`src/rtl/vga_sync_gen.sv`:
```
// VGA raster timing generator: divides clk_in down to a pixel-rate enable and
// produces registered sync, blanking and coordinate outputs.
module vga_sync_gen #(
  parameter int DIV       = 4,
  parameter int H_VISIBLE = 640,
  parameter int H_FP      = 16,
  parameter int H_SYNC    = 96,
  parameter int H_BP      = 48,
  parameter int V_VISIBLE = 480,
  parameter int V_FP      = 10,
  parameter int V_SYNC    = 2,
  parameter int V_BP      = 33
) (
  input  logic       clk_in,
  input  logic       rst,
  output logic       hsync,
  output logic       vsync,
  output logic       video_on,
  output logic [9:0] pixel_x,
  output logic [9:0] pixel_y,
  output logic       pixel_tick,
  output logic       frame_start
);

  localparam int H_TOTAL = H_VISIBLE + H_FP + H_SYNC + H_BP;
  localparam int V_TOTAL = V_VISIBLE + V_FP + V_SYNC + V_BP;
  localparam int PW      = (DIV > 2) ? $clog2(DIV) : 1;

  localparam logic [PW-1:0] P_MAX  = PW'(DIV - 1);
  localparam logic [9:0]    H_MAX  = 10'(H_TOTAL - 1);
  localparam logic [9:0]    V_MAX  = 10'(V_TOTAL - 1);
  localparam logic [9:0]    H_VIS  = 10'(H_VISIBLE);
  localparam logic [9:0]    V_VIS  = 10'(V_VISIBLE);
  localparam logic [10:0]   HS_BEG = 11'(H_VISIBLE + H_FP);
  localparam logic [10:0]   HS_END = 11'(H_VISIBLE + H_FP + H_SYNC);
  localparam logic [10:0]   VS_BEG = 11'(V_VISIBLE + V_FP);
  localparam logic [10:0]   VS_END = 11'(V_VISIBLE + V_FP + V_SYNC);

  logic [PW-1:0] p;
  logic [9:0]    h_cnt, v_cnt;
  logic [9:0]    h_nxt, v_nxt;
  logic          adv, h_wrap;

  always_comb begin
    adv    = (p == P_MAX);
    h_wrap = (h_cnt == H_MAX);
    h_nxt  = h_wrap ? 10'd0 : h_cnt + 10'd1;
    v_nxt  = v_cnt;
    if (h_wrap) v_nxt = (v_cnt == V_MAX) ? 10'd0 : v_cnt + 10'd1;
  end

  // Outputs load the decode of the next counter state, so they move on the
  // advance edge together with the counters and never glitch in between.
  always_ff @(posedge clk_in) begin
    if (rst) begin
      p           <= '0;
      h_cnt       <= H_MAX;
      v_cnt       <= V_MAX;
      hsync       <= 1'b1;
      vsync       <= 1'b1;
      video_on    <= 1'b0;
      pixel_tick  <= 1'b0;
      frame_start <= 1'b0;
    end else begin
      p           <= adv ? '0 : p + 1'b1;
      pixel_tick  <= adv;
      frame_start <= adv && (h_nxt == 10'd0) && (v_nxt == 10'd0);
      if (adv) begin
        h_cnt    <= h_nxt;
        v_cnt    <= v_nxt;
        hsync    <= !(({1'b0, h_nxt} >= HS_BEG) && ({1'b0, h_nxt} < HS_END));
        vsync    <= !(({1'b0, v_nxt} >= VS_BEG) && ({1'b0, v_nxt} < VS_END));
        video_on <= (h_nxt < H_VIS) && (v_nxt < V_VIS);
      end
    end
  end

  assign pixel_x = h_cnt;
  assign pixel_y = v_cnt;

endmodule
```
`config.mk`:
```
export PLATFORM = sky130hd
export DESIGN_NAME = vga_sync_gen
export DESIGN_NICKNAME = d
export VERILOG_FILES = /design/src/rtl/vga_sync_gen.sv
export SDC_FILE = /design/constraint.sdc
export NUM_CORES = 1
export LEC_CHECK = 0
export ABC_AREA = 1
export BUFFER_PORTS_ARGS = -buffer_cell sky130_fd_sc_hd__clkbuf_2
export CAP_MARGIN = 30
export CORE_MARGIN = 1.5
export CORE_UTILIZATION = 45
export DETAILED_ROUTE_END_ITERATION = 12
export HOLD_SLACK_MARGIN = 0.06
export PLACE_DENSITY = 0.66
export SYNTH_ARGS = -nofsm -noshare
export SYNTH_HDL_FRONTEND = slang
export SYNTH_SLANG_ARGS = --single-unit
```
`constraint.sdc`:
```
create_clock -name clk_in -period 1.92 [get_ports clk_in]
set_input_delay 0.288 -clock clk_in [delete_from_list [all_inputs] [get_ports clk_in]]
set_output_delay 0.288 -clock clk_in [all_outputs]
set_load 0.1 [all_outputs]
```
==> results.json, run 1 <==
{
  "final_common_cell": "nand2_1",
  "cts_tree": "built",
  "hpwlAfterDp_um": 3420,
  "grt-ovfl-total": 0,
  "setup_viol": 0,
  "avgRoutedWirePerCell_um": 12.6,
  "fin_crit_ns": 1.79,
  "vias_per_cell": 5.24,
  "worstSetupStartpoint": "pixel_y[1]",
  "die_y_um": 64.7,
  "cts_buffers": 3,
  "finClkSkew_ns": 0.0103,
  "mostFrequentLayoutCells": "nand2_1, inv_1, nor2_1",
  "syn_to_final_growth_pct": 20.0,
  "cp-endpoint": "video_on",
  "fin_crit_sh_pct": 93.2,
  "crit_type": "flop to flop",
  "fill_cells": 379,
  "synth_cell_types": 27,
  "ys_ff_latch": 27,
  "end_kind": "flop",
  "vdd_drop_max_v": 0.000552,
  "drt-pass1-iter-count": 4,
  "rr_endpoint": "video_on",
  "place_congestion": 1.01,
  "leakagePower_nw": 1.02,
  "regArea_sq_um": 574,
  "clockRootBuffer": "clkbuf_8",
  "multi_input_area_sq_um": 1030,
  "hp-class": "input port to flop",
  "power_density_nw_per_um2": 830,
  "nNetsFinal": 307,
  "worstMarginPinSlew_ns": 0.549,
  "layout.cells.non_filler": 347,
  "rsz0062_at_grt": "false",
  "relSlewSlack_pct": 63.5,
  "dp.cells": 341,
  "yosysSeqAreaShare_pct": 31.6,
  "grt_max_degree": 15,
  "netlist_area_sq_um": 1710,
  "critical_path.max_fanout": 6,
  "clk_pin_slew_ns": 0.10,
  "avgSynthCellArea_sq_um": 6.43,
  "grt_pass1_vias": 1541,
  "clkSinkCount": 27,
  "io_pins": 27,
  "rr_worst_depth": 12,
  "critical_path_arrival_ns": 1.97,
  "slew_violations": 0,
  "drc_errors": 0,
  "grt_pass1_wl_um": 7030,
  "core_sq_um": 3660,
  "hold_violations": 0,
  "syn-num-nets": 273,
  "cp-start-kind": "flop",
  "required_ns": 2.10,
  "io_buffers": 26,
  "clockBufferDepth": 2,
  "postSynthCellCount": 266,
  "die_x_um": 64.7,
  "vias": 1817,
  "drive_gt1_share_pct": 25.4,
  "antenna_found_initial": 0,
  "h-tree-depth": 1,
  "yosys_warnings": 0,
  "drt-initial-drc-count": 141,
  "timing.fmax_mhz": 559,
  "fp-row-count": 22,
  "status": "finished clean",
  "tns_ns": 0,
  "die-area_sq_um": 4180,
  "initial_core_util_pct": 46.8,
  "track_usage_pct": 21.4,
  "ff2ff_setup_slack_ns": 0.13,
  "ant_nets": 0,
  "insertedDiodeCount": 0,
  "worstReg2RegStart": "pixel_y[1]",
  "wl_um": 4360,
  "clock_latency_ns": 0.27,
  "max_cap_violations": 0,
  "cts_hold_buf": 0
}
==> kinds of logic (layout without fill, tap and decap cells) <==
family	after synthesis	count (layout)	synth area share, %
simple gates	153	153	41.6
buf+inv	45	78	10.0
compound gates	35	35	12.6
flops	27	27	31.6
fa+ha+maj	5	5	3.65
xor+xnor	1	1	0.512
==> worst max-delay path: stages, from the launching register on <==
cell	delay (ns)
dfxtp_4	0.38
ha_1	0.24
nand2_1	0.10
nor2_1	0.19
nand2_1	0.09
nand2_1	0.06
nand2_1	0.06
o21ai_2	0.12
nand3_1	0.11
nor2_2	0.16
nand2_1	0.07
nand2_1	0.06
nand2_1	0.04
==> power by group <==
| group | leakage, nW | internal [mW] | total [mW] | switching [mW] |
|---|---|---|---|---|
| clock network | 0.0228 | 0.149 | 0.325 | 0.177 |
| registers | 0.221 | 0.586 | 0.620 | 0.0343 |
| logic | 0.778 | 0.230 | 0.758 | 0.528 |
| total | 1.02 | 0.965 | 1.70 | 0.739 |
==> sequential cells by signal, summed over array words and instances (netlist names) <==
signal	flops
p	2
frame_start	1
vsync	1
video_on	1
pixel_x	10
pixel_y	10
pixel_tick	1
hsync	1
==> stage by stage <==
stage                     power, mW  area, sq um  util (%)  hold WS [ns]  setup WS [ns]
after global placement         1.34         1960      53.4         0.415         0.0450
final                          1.70         2050      56.1         0.366          0.130
after detailed placement       1.34         1960      53.4         0.418         0.0383
after CTS                      1.66         2000      54.6         0.362         0.0129
after global routing           1.82         2050      56.1         0.376        0.00696
after floorplan                1.21         1750         -         0.399         0.0168
==> synth_stat cells <==
master | number | area (sq um)
clkbuf_1 | 2 | 7.51
nand3_2 | 4 | 40.0
nand2_2 | 4 | 25.0
nor2_8 | 1 | 20.0
o22a_1 | 2 | 17.5
nand4_1 | 8 | 50.1
inv_1 | 39 | 146
xor2_1 | 1 | 8.76
nand2_1 | 69 | 259
or2_1 | 1 | 6.26
nand4_4 | 1 | 21.3
o21ai_2 | 1 | 8.76
inv_2 | 1 | 3.75
a22oi_1 | 5 | 37.5
nor3_1 | 2 | 10.0
o22ai_1 | 12 | 75.1
o21a_1 | 1 | 7.51
a21oi_1 | 3 | 15.0
clkinv_1 | 1 | 3.75
nor2_1 | 38 | 143
ha_1 | 5 | 62.6
buf_2 | 2 | 10.0
nand3_1 | 23 | 115
dfxtp_1 | 27 | 541
nor2_4 | 2 | 22.5
o21ai_0 | 5 | 25.0
o21ai_1 | 6 | 30.0
==> cell type report <==
cell class / count / share of cell area, %
Tap cell: 48 / 2.93
Sequential cell: 27 / 28.0
Timing Repair Buffer: 33 / 9.08
Clock buffer: 4 / 2.19
Multi-Input combinational cell: 194 / 50.3
Inverter: 41 / 7.50
==> metal layers <==
metal,share of wire (%),GRT usage [%],routed length (um),vias up
li1,-,-,-,936
met1,51,32.2,2210,823
met4,1.3,5.59,57,0
met3,6.4,2.60,278,6
met5,0,0,0,-
met2,42,32.0,1820,52
==> worst min-delay path by stage <==
| stage | from | endpoint | slack [ns] | cells past startpoint |
|---|---|---|---|---|
| finish | rst | pixel_tick | 0.37 | 3 |
| floorplan | p[0] | p[0] | 0.40 | 1 |
| detailed placement | p[0] | p[0] | 0.42 | 1 |
| global placement | p[0] | p[0] | 0.42 | 1 |
| CTS | rst | pixel_tick | 0.36 | 3 |
| global route | rst | pixel_tick | 0.38 | 3 |
==> what timing repair did <==
action                                 4_1_cts  5_1_grt
endpoints found under the hold margin        0        0
buffers inserted                             0        2
gates resized for setup                      0       10
setup endpoints to repair                    0        3
Note: power is estimated with default switching activity, not from simulation.
==> run 2: changes to the inputs <==
--- a/config.mk
+++ b/config.mk
@@ -9,10 +9,10 @@
 export BUFFER_PORTS_ARGS = -buffer_cell sky130_fd_sc_hd__clkbuf_2
 export CAP_MARGIN = 30
 export CORE_MARGIN = 1.5
-export CORE_UTILIZATION = 45
+export CORE_UTILIZATION = 56
 export DETAILED_ROUTE_END_ITERATION = 12
 export HOLD_SLACK_MARGIN = 0.06
-export PLACE_DENSITY = 0.66
+export PLACE_DENSITY = 0.79
 export SYNTH_ARGS = -nofsm -noshare
 export SYNTH_HDL_FRONTEND = slang
 export SYNTH_SLANG_ARGS = --single-unit
==> results.json, run 2 (same netlist as run 1, synthesis figures left out) <==
{
  "status": "finished with violations",
  "violations": "DRC",
  "fin_ws_ns": 0.0973,
  "vias": 1916,
  "grt_pass1_vias": 1535,
  "track_usage_pct": 27.4,
  "insertedDiodeCount": 0,
  "hpwlAfterDp_um": 3160,
  "required_ns": 2.16,
  "final_area_sq_um": 2050,
  "switchingPower_uw": 768,
  "grt_max_degree": 20,
  "vdd_drop_max_v": 0.000525,
  "internal-power_uw": 900,
  "clockBufferDepth": 2,
  "drc_errors": 3,
  "worstMarginPinSlew_ns": 0.545,
  "crit_type": "flop to flop",
  "critical_path_arrival_ns": 2.06,
  "final_common_cell": "nand2_1",
  "fin_crit_sh_pct": 94.9,
  "core_sq_um": 2830,
  "ant_nets": 0,
  "fp-row-count": 19,
  "cts_hold_buf": 0,
  "dpl-instance-area_sq_um": 1930,
  "io_pins": 27,
  "die_x_um": 58.3,
  "cp-start-kind": "flop",
  "die-area_sq_um": 3400,
  "grt-ovfl-total": 0,
  "cts_buffers": 3,
  "grt_pass1_wl_um": 7150,
  "clkPwrFrac_pct": 15.0,
  "drive_gt1_share_pct": 27.7,
  "hp-class": "input port to flop",
  "clkSinkCount": 27,
  "multi_input_area_sq_um": 1080,
  "switching_share_pct": 46.0,
  "final_util_pct": 72.5,
  "wl_um": 4550,
  "finClkSkew_ns": 0.00166,
  "fin_crit_ns": 1.82,
  "hold_violations": 0,
  "drt-initial-drc-count": 164,
  "max_cap_violations": 0,
  "initial_core_util_pct": 60.5,
  "relSlewSlack_pct": 63.8,
  "timing.fmax_mhz": 549,
  "nNetsFinal": 308,
  "leakagePower_nw": 1.02,
  "clockRootBuffer": "clkbuf_4",
  "vias_per_cell": 5.79,
  "pwr-share-comb_pct": 47.9,
  "h-tree-depth": 1,
  "critical_path.max_fanout": 5,
  "place_congestion": 0.989,
  "power_density_nw_per_um2": 813,
  "io_buffers": 26,
  "seqPwrFrac_pct": 37.1,
  "setup_viol": 0,
  "clock_latency_ns": 0.32,
  "mostFrequentLayoutCells": "nand2_1, inv_1, nor2_1",
  "drt-pass1-iter-count": 9,
  "end_kind": "flop",
  "die_y_um": 58.3,
  "avgRoutedWirePerCell_um": 13.7,
  "antenna_found_initial": 0,
  "syn_to_final_growth_pct": 19.9,
  "cts_tree": "built",
  "slew_violations": 0,
  "fill_cells": 270,
  "pre_cts_ws_ns": 0.0528,
  "clk_pin_slew_ns": 0.14,
  "regArea_sq_um": 574
}
run 2: worst paths after layout:
path	from	depth (start not counted)	to	slack, ns
hold / removal	rst	3	pixel_tick	0.32
setup / recovery	pixel_x[1]	10	video_on	0.1
setup reg to reg	pixel_x[1]	10	video_on	0.1
hold reg to reg	p[0]	1	p[0]	0.43
run 2: worst max-delay path, stage by stage, from the launching register on:
cell and delay [ns]:
dfxtp_4 0.40, ha_4 0.15, nand2_4 0.07, nor2_4 0.21, nand4_4 0.21, o21ai_2 0.21
nand3_1 0.13, nor2_2 0.17, nand2_1 0.07, nand2_1 0.06, nand2_1 0.05
run 2: stage by stage:
| stage | hold WS, ns | TNS (ns) | instances | power, mW |
|---|---|---|---|---|
| final | 0.319 | 0 | 331 | 1.67 |
| after global routing | 0.326 | -0.0181 | 331 | 1.77 |
| after CTS | 0.289 | 0 | 327 | 1.60 |
| after detailed placement | 0.416 | 0 | 323 | 1.34 |
| after global placement | 0.414 | 0 | 323 | 1.34 |
| after floorplan | 0.399 | 0 | 266 | 1.21 |
run 2: what timing repair did:
action,4_1_cts,5_1_grt
setup buffers,0,3
gates resized for setup,0,17
endpoints found under the setup margin,0,3
run 2: area by class of cell:
class,count,area share [%]
Clock buffer,4,1.28
Tap cell,31,1.89
Timing Repair Buffer,33,8.90
Inverter,41,7.50
Multi-Input combinational cell,195,52.4
Sequential cell,27,28.0
run 2: power groups by stage:
stage | Sequential [mW] | Combinational [mW] | Clock, mW
after global placement | 0.631 | 0.707 | 0
after floorplan | 0.776 | 0.435 | 0
after CTS | 0.619 | 0.717 | 0.265
after detailed placement | 0.632 | 0.709 | 0
after global routing | 0.623 | 0.868 | 0.277
final | 0.619 | 0.799 | 0.250
run 2: layer usage:
metal | share of wire [%] | routed length [um] | global-route usage (%)
met1 | 43 | 1940 | 43.6
met2 | 45 | 2050 | 39.3
met3 | 11 | 514 | 2.01
met4 | 0.88 | 40 | 7.31
met5 | 0 | 0 | 0
